--- config.mk ---
export PLATFORM = sky130hd
export DESIGN_NAME = cardinal_pipe_ctrl
export DESIGN_NICKNAME = d
export VERILOG_FILES = /design/src/rtl/cardinal_pipe_ctrl.sv
export SDC_FILE = /design/constraint.sdc
export NUM_CORES = 1
export LEC_CHECK = 0
export BUFFER_PORTS_ARGS = -buffer_cell sky130_fd_sc_hd__buf_2
export CAP_MARGIN = 5
export CORE_UTILIZATION = 40
export CTS_BUF_LIST = sky130_fd_sc_hd__clkbuf_8
export DETAILED_ROUTE_END_ITERATION = 8
export PLACE_DENSITY = 0.75
export RECOVER_POWER = 50
export SYNTH_ARGS = -nofsm -noshare
export SYNTH_HDL_FRONTEND = slang
export SYNTH_SLANG_ARGS = --single-unit
--- constraint.sdc ---
create_clock -name Clock -period 2.45 [get_ports Clock]
set_input_delay 0.1225 -clock Clock [delete_from_list [all_inputs] [get_ports Clock]]
set_output_delay 0.1225 -clock Clock [all_outputs]
set_load 0.02 [all_outputs]
--- src/rtl/cardinal_pipe_ctrl.sv ---
// Pipeline sequencing controller for the cardinal core: hazard detection,
// operand forwarding, branch flush and multi-cycle ALU sequencing.
module cardinal_pipe_ctrl #(
  parameter int MC_CYCLES = 4,
  parameter int CNT_W     = 4
) (
  input  logic        Clock,
  input  logic        Reset,
  input  logic        id_valid,
  input  logic [0:31] id_instr,
  input  logic        br_taken,
  output logic        pc_hold,
  output logic        ifid_hold,
  output logic        idex_bubble,
  output logic        ex_hold,
  output logic        exwb_bubble,
  output logic        if_flush,
  output logic [0:1]  fwd_a,
  output logic [0:1]  fwd_b,
  output logic        mc_start,
  output logic        mc_busy,
  output logic [0:1]  ctrl_state
);

  localparam logic [1:0] RUN     = 2'b00;
  localparam logic [1:0] MC_BUSY = 2'b10;

  localparam logic [5:0] OP_RALU  = 6'b101010;
  localparam logic [5:0] OP_LOAD  = 6'b100000;
  localparam logic [5:0] OP_STORE = 6'b100001;
  localparam logic [5:0] OP_BEZ   = 6'b100010;
  localparam logic [5:0] OP_BNEZ  = 6'b100011;

  localparam logic [5:0] F_VNOT  = 6'b000100;
  localparam logic [5:0] F_VMOV  = 6'b000101;
  localparam logic [5:0] F_VDIV  = 6'b001110;
  localparam logic [5:0] F_VMOD  = 6'b001111;
  localparam logic [5:0] F_VSQEU = 6'b010000;
  localparam logic [5:0] F_VSQOU = 6'b010001;
  localparam logic [5:0] F_VSQRT = 6'b010010;

  logic [1:0]       state;
  logic [CNT_W-1:0] cnt;

  logic [4:0] ex_rd, wb_rd;
  logic       ex_wr, ex_ld, ex_mc;
  logic       wb_wr, wb_ld, wb_mc;

  logic [5:0] opcode, func;
  logic [4:0] src_a, src_b, dec_rd;
  logic       use_a, use_b, dec_wr, dec_ld, dec_mc;
  logic       mc_stall, lu_stall;
  logic       unused_bits;

  assign opcode      = id_instr[0:5];
  assign func        = id_instr[26:31];
  assign dec_rd      = id_instr[6:10];
  assign src_b       = id_instr[16:20];
  assign unused_bits = ^{id_instr[21:25], wb_ld, wb_mc};

  always_comb begin
    use_a  = 1'b0;
    use_b  = 1'b0;
    dec_wr = 1'b0;
    dec_ld = 1'b0;
    dec_mc = 1'b0;
    src_a  = id_instr[11:15];
    if (id_valid) begin
      case (opcode)
        OP_RALU: begin
          use_a  = 1'b1;
          use_b  = !(func inside {F_VNOT, F_VMOV, F_VSQEU, F_VSQOU, F_VSQRT});
          dec_wr = 1'b1;
          dec_mc = func inside {F_VDIV, F_VMOD, F_VSQRT};
        end
        OP_LOAD: begin
          dec_wr = 1'b1;
          dec_ld = 1'b1;
        end
        OP_STORE, OP_BEZ, OP_BNEZ: begin
          use_a = 1'b1;
          src_a = id_instr[6:10];
        end
        default: ;
      endcase
    end
  end

  // A multi-cycle op freezes the front of the pipe and masks all ID hazards.
  always_comb begin
    mc_stall = ((state == RUN) && ex_mc) || ((state == MC_BUSY) && (cnt != '0));
    lu_stall = !mc_stall && ex_ld && ex_wr &&
               ((use_a && (ex_rd == src_a)) || (use_b && (ex_rd == src_b)));
    fwd_a = 2'b00;
    fwd_b = 2'b00;
    if (!mc_stall) begin
      if (use_a) begin
        if (ex_wr && !ex_ld && (ex_rd == src_a))   fwd_a = 2'b01;
        else if (wb_wr && (wb_rd == src_a))        fwd_a = 2'b10;
      end
      if (use_b) begin
        if (ex_wr && !ex_ld && (ex_rd == src_b))   fwd_b = 2'b01;
        else if (wb_wr && (wb_rd == src_b))        fwd_b = 2'b10;
      end
    end
  end

  assign pc_hold     = mc_stall | lu_stall;
  assign ifid_hold   = mc_stall | lu_stall;
  assign idex_bubble = lu_stall;
  assign ex_hold     = mc_stall;
  assign exwb_bubble = mc_stall;
  assign if_flush    = br_taken & id_valid & ~pc_hold & ~Reset;
  assign mc_start    = (state == RUN) & ex_mc;
  assign mc_busy     = (state == MC_BUSY);
  assign ctrl_state  = state;

  // While EX re-executes, nothing valid leaves it, so the WB write is dropped.
  always_ff @(posedge Clock or posedge Reset) begin
    if (Reset) begin
      ex_rd <= '0;
      ex_wr <= 1'b0;
      ex_ld <= 1'b0;
      ex_mc <= 1'b0;
      wb_rd <= '0;
      wb_wr <= 1'b0;
      wb_ld <= 1'b0;
      wb_mc <= 1'b0;
    end else if (ex_hold) begin
      wb_wr <= 1'b0;
    end else begin
      wb_rd <= ex_rd;
      wb_wr <= ex_wr;
      wb_ld <= ex_ld;
      wb_mc <= ex_mc;
      if (idex_bubble) begin
        ex_rd <= '0;
        ex_wr <= 1'b0;
        ex_ld <= 1'b0;
        ex_mc <= 1'b0;
      end else begin
        ex_rd <= dec_rd;
        ex_wr <= dec_wr;
        ex_ld <= dec_ld;
        ex_mc <= dec_mc;
      end
    end
  end

  always_ff @(posedge Clock or posedge Reset) begin
    if (Reset) begin
      state <= RUN;
      cnt   <= '0;
    end else begin
      case (state)
        RUN: begin
          if (ex_mc) begin
            state <= MC_BUSY;
            cnt   <= CNT_W'(MC_CYCLES - 2);
          end
        end
        MC_BUSY: begin
          if (cnt != '0) cnt <= cnt - CNT_W'(1);
          else           state <= RUN;
        end
        default: state <= RUN;
      endcase
    end
  end

endmodule

==> results.sh <==
export IMPL_syn_inst=166
export IMPL_tightest_slew_ns=1.10
export IMPL_vdd_ir_drop_worst_mv=0.254
export IMPL_worst_setup_path_end_kind="output pin"
export IMPL_dieHeight_um=62.8
export IMPL_synth_edf_count=0
export IMPL_io_buffers=43
export IMPL_cap_violations=0
export IMPL_cts_root_buf="clkbuf_8"
export IMPL_worst_r2r_cell_count=10
export IMPL_skew_ns=0.00259
export IMPL_clockBufferDepth=2
export IMPL_critPathArrivalTime_ns=2.19
export IMPL_grt_pass1_wl_um=5830
export IMPL_initial_core_util=0.429
export IMPL_avgSynthCellArea_um2=8.90
export IMPL_antenna_found_initial=0
export IMPL_drv_slew=0
export IMPL_place_gp_congestion=0.794
export IMPL_clk_pin_slew_ns=0.07
export IMPL_wire_per_inst_um=13.4
export IMPL_num_fill_cells=331
export IMPL_overflow=0
export IMPL_async_flop_share=1.00
export IMPL_start_kind="flop"
export IMPL_htree_num_levels=1
export IMPL_syn_nets=204
export IMPL_worst_setup_path_type="flop to output pin"
export IMPL_final_nets=249
export IMPL_cp_required_ns=2.33
export IMPL_num_antenna_cells=0
export IMPL_final_layout_size_suffix_gt1_frac=0.305
export IMPL_row_count=21
export IMPL_area_growth_pct=22.1
export IMPL_min_path_cells=2
export IMPL_finalSetupViolations=0
export IMPL_dp_hpwl_um=2660
export IMPL_yosysUniqueCellTypes=46
export IMPL_vias_per_cell=5.11
export IMPL_drt_iter0_drc=48
export IMPL_min_period_over_period=0.944
export IMPL_slew_limit_headroom=0.267
export IMPL_track_usage=0.185
export IMPL_drc=0
export IMPL_die_w_um=62.8
export IMPL_ys_flop_type="dfrtp_1"
export IMPL_ys_seq_elements=19
export IMPL_cts_tree="built"
export IMPL_wirelength_um=3440
export IMPL_status="finished clean"
export IMPL_final_common_cell="buf_2"
export IMPL_p_leak_nw=0.896
export IMPL_final_cell_mix="39 x buf_2, 19 x dfrtp_1, 17 x nand2_1"
export IMPL_yosys_warnings=0
export IMPL_grt_pass1_vias=1285
export IMPL_max_freq_mhz=432
export IMPL_hold_viol_final=0
export IMPL_num_vias=1309
export IMPL_period_minus_slack_ns=2.31
export IMPL_cp_max_fo=3
export IMPL_top_level_ports=50
export IMPL_hold_ws_ns=0.132
export IMPL_core_area_mm2=0.00344
export IMPL_syn_area_mm2=0.00148
export IMPL_yosysSeqAreaShare=0.322
export IMPL_grt_max_degree=21
export IMPL_power_density_mw_per_mm2=377
export IMPL_insertion_delay_ns=0.25
export IMPL_cts_sink_count=19
export IMPL_dieArea_mm2=0.00394
export IMPL_numCtsBuffers=3
export IMPL_hp_class="primary input to flop"
export IMPL_ant_nets=0
export IMPL_firstDrtPassIters=4
export IMPL_fin_setup_tns_ns=0
-- layout make-up --
| cell class | instances | area [um^2] | area share |
|---|---|---|---|
| Clock buffer | 3 | 41.3 | 0.0229 |
| Timing Repair Buffer | 51 | 277 | 0.153 |
| Multi-Input combinational cell | 123 | 900 | 0.499 |
| Sequential cell | 19 | 475 | 0.264 |
| Tap cell | 46 | 57.6 | 0.0319 |
| Clock inverter | 1 | 5.00 | 0.00277 |
| Inverter | 13 | 48.8 | 0.0270 |
-- layer usage --
metal | global-route usage | share of wire | vias up
met5 | 0 | 0 | -
met4 | 0.0174 | 0.0032 | 0
met3 | 0.0365 | 0.037 | 2
met2 | 0.313 | 0.49 | 37
met1 | 0.253 | 0.47 | 603
li1 | - | - | 667
-- through the flow --
step	instance area [um^2]	total power [W]	setup WS, ns	utilization	std cells
after detailed placement	1720	0.000465	0.229	0.501	248
after floorplan	1480	0.000413	0.255	-	166
final	1800	0.000680	0.137	0.524	256
after global placement	1720	0.000463	0.264	0.501	248
after CTS	1790	0.000686	0.00444	0.521	254
after global routing	1800	0.000718	-0.00274	0.524	256
-- final timing paths --
path,from,to,slack (ns)
setup / recovery,cnt[1],fwd_a[0],0.14
hold / removal,id_instr[8],ex_rd[2],0.13
setup reg to reg,cnt[1],ex_rd[3],0.58
hold reg to reg,cnt[3],cnt[3],0.50
max in group asynchronous,Reset,cnt[1],1.05
min in group asynchronous,Reset,ex_rd[2],0.75
-- registers in the layout, indices dropped and copies added, names as in the netlist --
register and cells:
wb_wr 1, ex_mc 1, ctrl_state 1, ex_wr 1, wb_rd 5, cnt 4, ex_rd 5, ex_ld 1
-- report_power, final --
part | internal (W) | switching [W] | leakage [nW]
registers | 0.000323 | 0.0000136 | 0.242
clock network | 0.000113 | 0.000106 | 0.0255
logic | 0.0000582 | 0.0000657 | 0.628
total | 0.000494 | 0.000186 | 0.896
-- critical path, stage by stage (launching register included) --
cell and delay (ns):
dfrtp_1 0.40, inv_1 0.08, ha_1 0.13, inv_1 0.05
o31a_1 0.26, nor2_2 0.13, nand2_1 0.08, or3_1 0.38
and4bb_1 0.28, buf_4 0.14
-- timing repair --
action	in CTS	in global routing
resized for setup	1	4
pin swaps	1	2
endpoints found under the setup margin	4	5
cloned	0	0
buffers inserted	1	2
hold buffers	1	0
endpoints found under the hold margin	19	0
-- cells by family (layout without fill, tap and decap cells) --
family,Yosys count,in the layout,share of synthesized area
and+or+nand+nor,59,59,0.261
buffers and inverters,24,68,0.0711
DFF,19,19,0.322
other,1,1,0.00254
AOI/OAI and AO/OA,34,34,0.163
adders and majority gates,2,2,0.0169
xor gates and xnor gates,23,23,0.136
muxes,4,4,0.0279
-- cell usage after synthesis, types with 3 or more instances --
cell type | count | area share
mux2i_1 | 3 | 0.020
nand2_1 | 17 | 0.043
xor2_1 | 16 | 0.095
nand4_2 | 3 | 0.025
xnor2_1 | 7 | 0.041
a22o_1 | 7 | 0.041
clkbuf_1 | 7 | 0.018
nor2_1 | 9 | 0.023
buf_4 | 4 | 0.020
o21ai_0 | 9 | 0.030
dfrtp_1 | 19 | 0.32
inv_1 | 13 | 0.033
o22ai_1 | 3 | 0.013
nor3_1 | 9 | 0.030
Power figures use the tool's default switching activity.
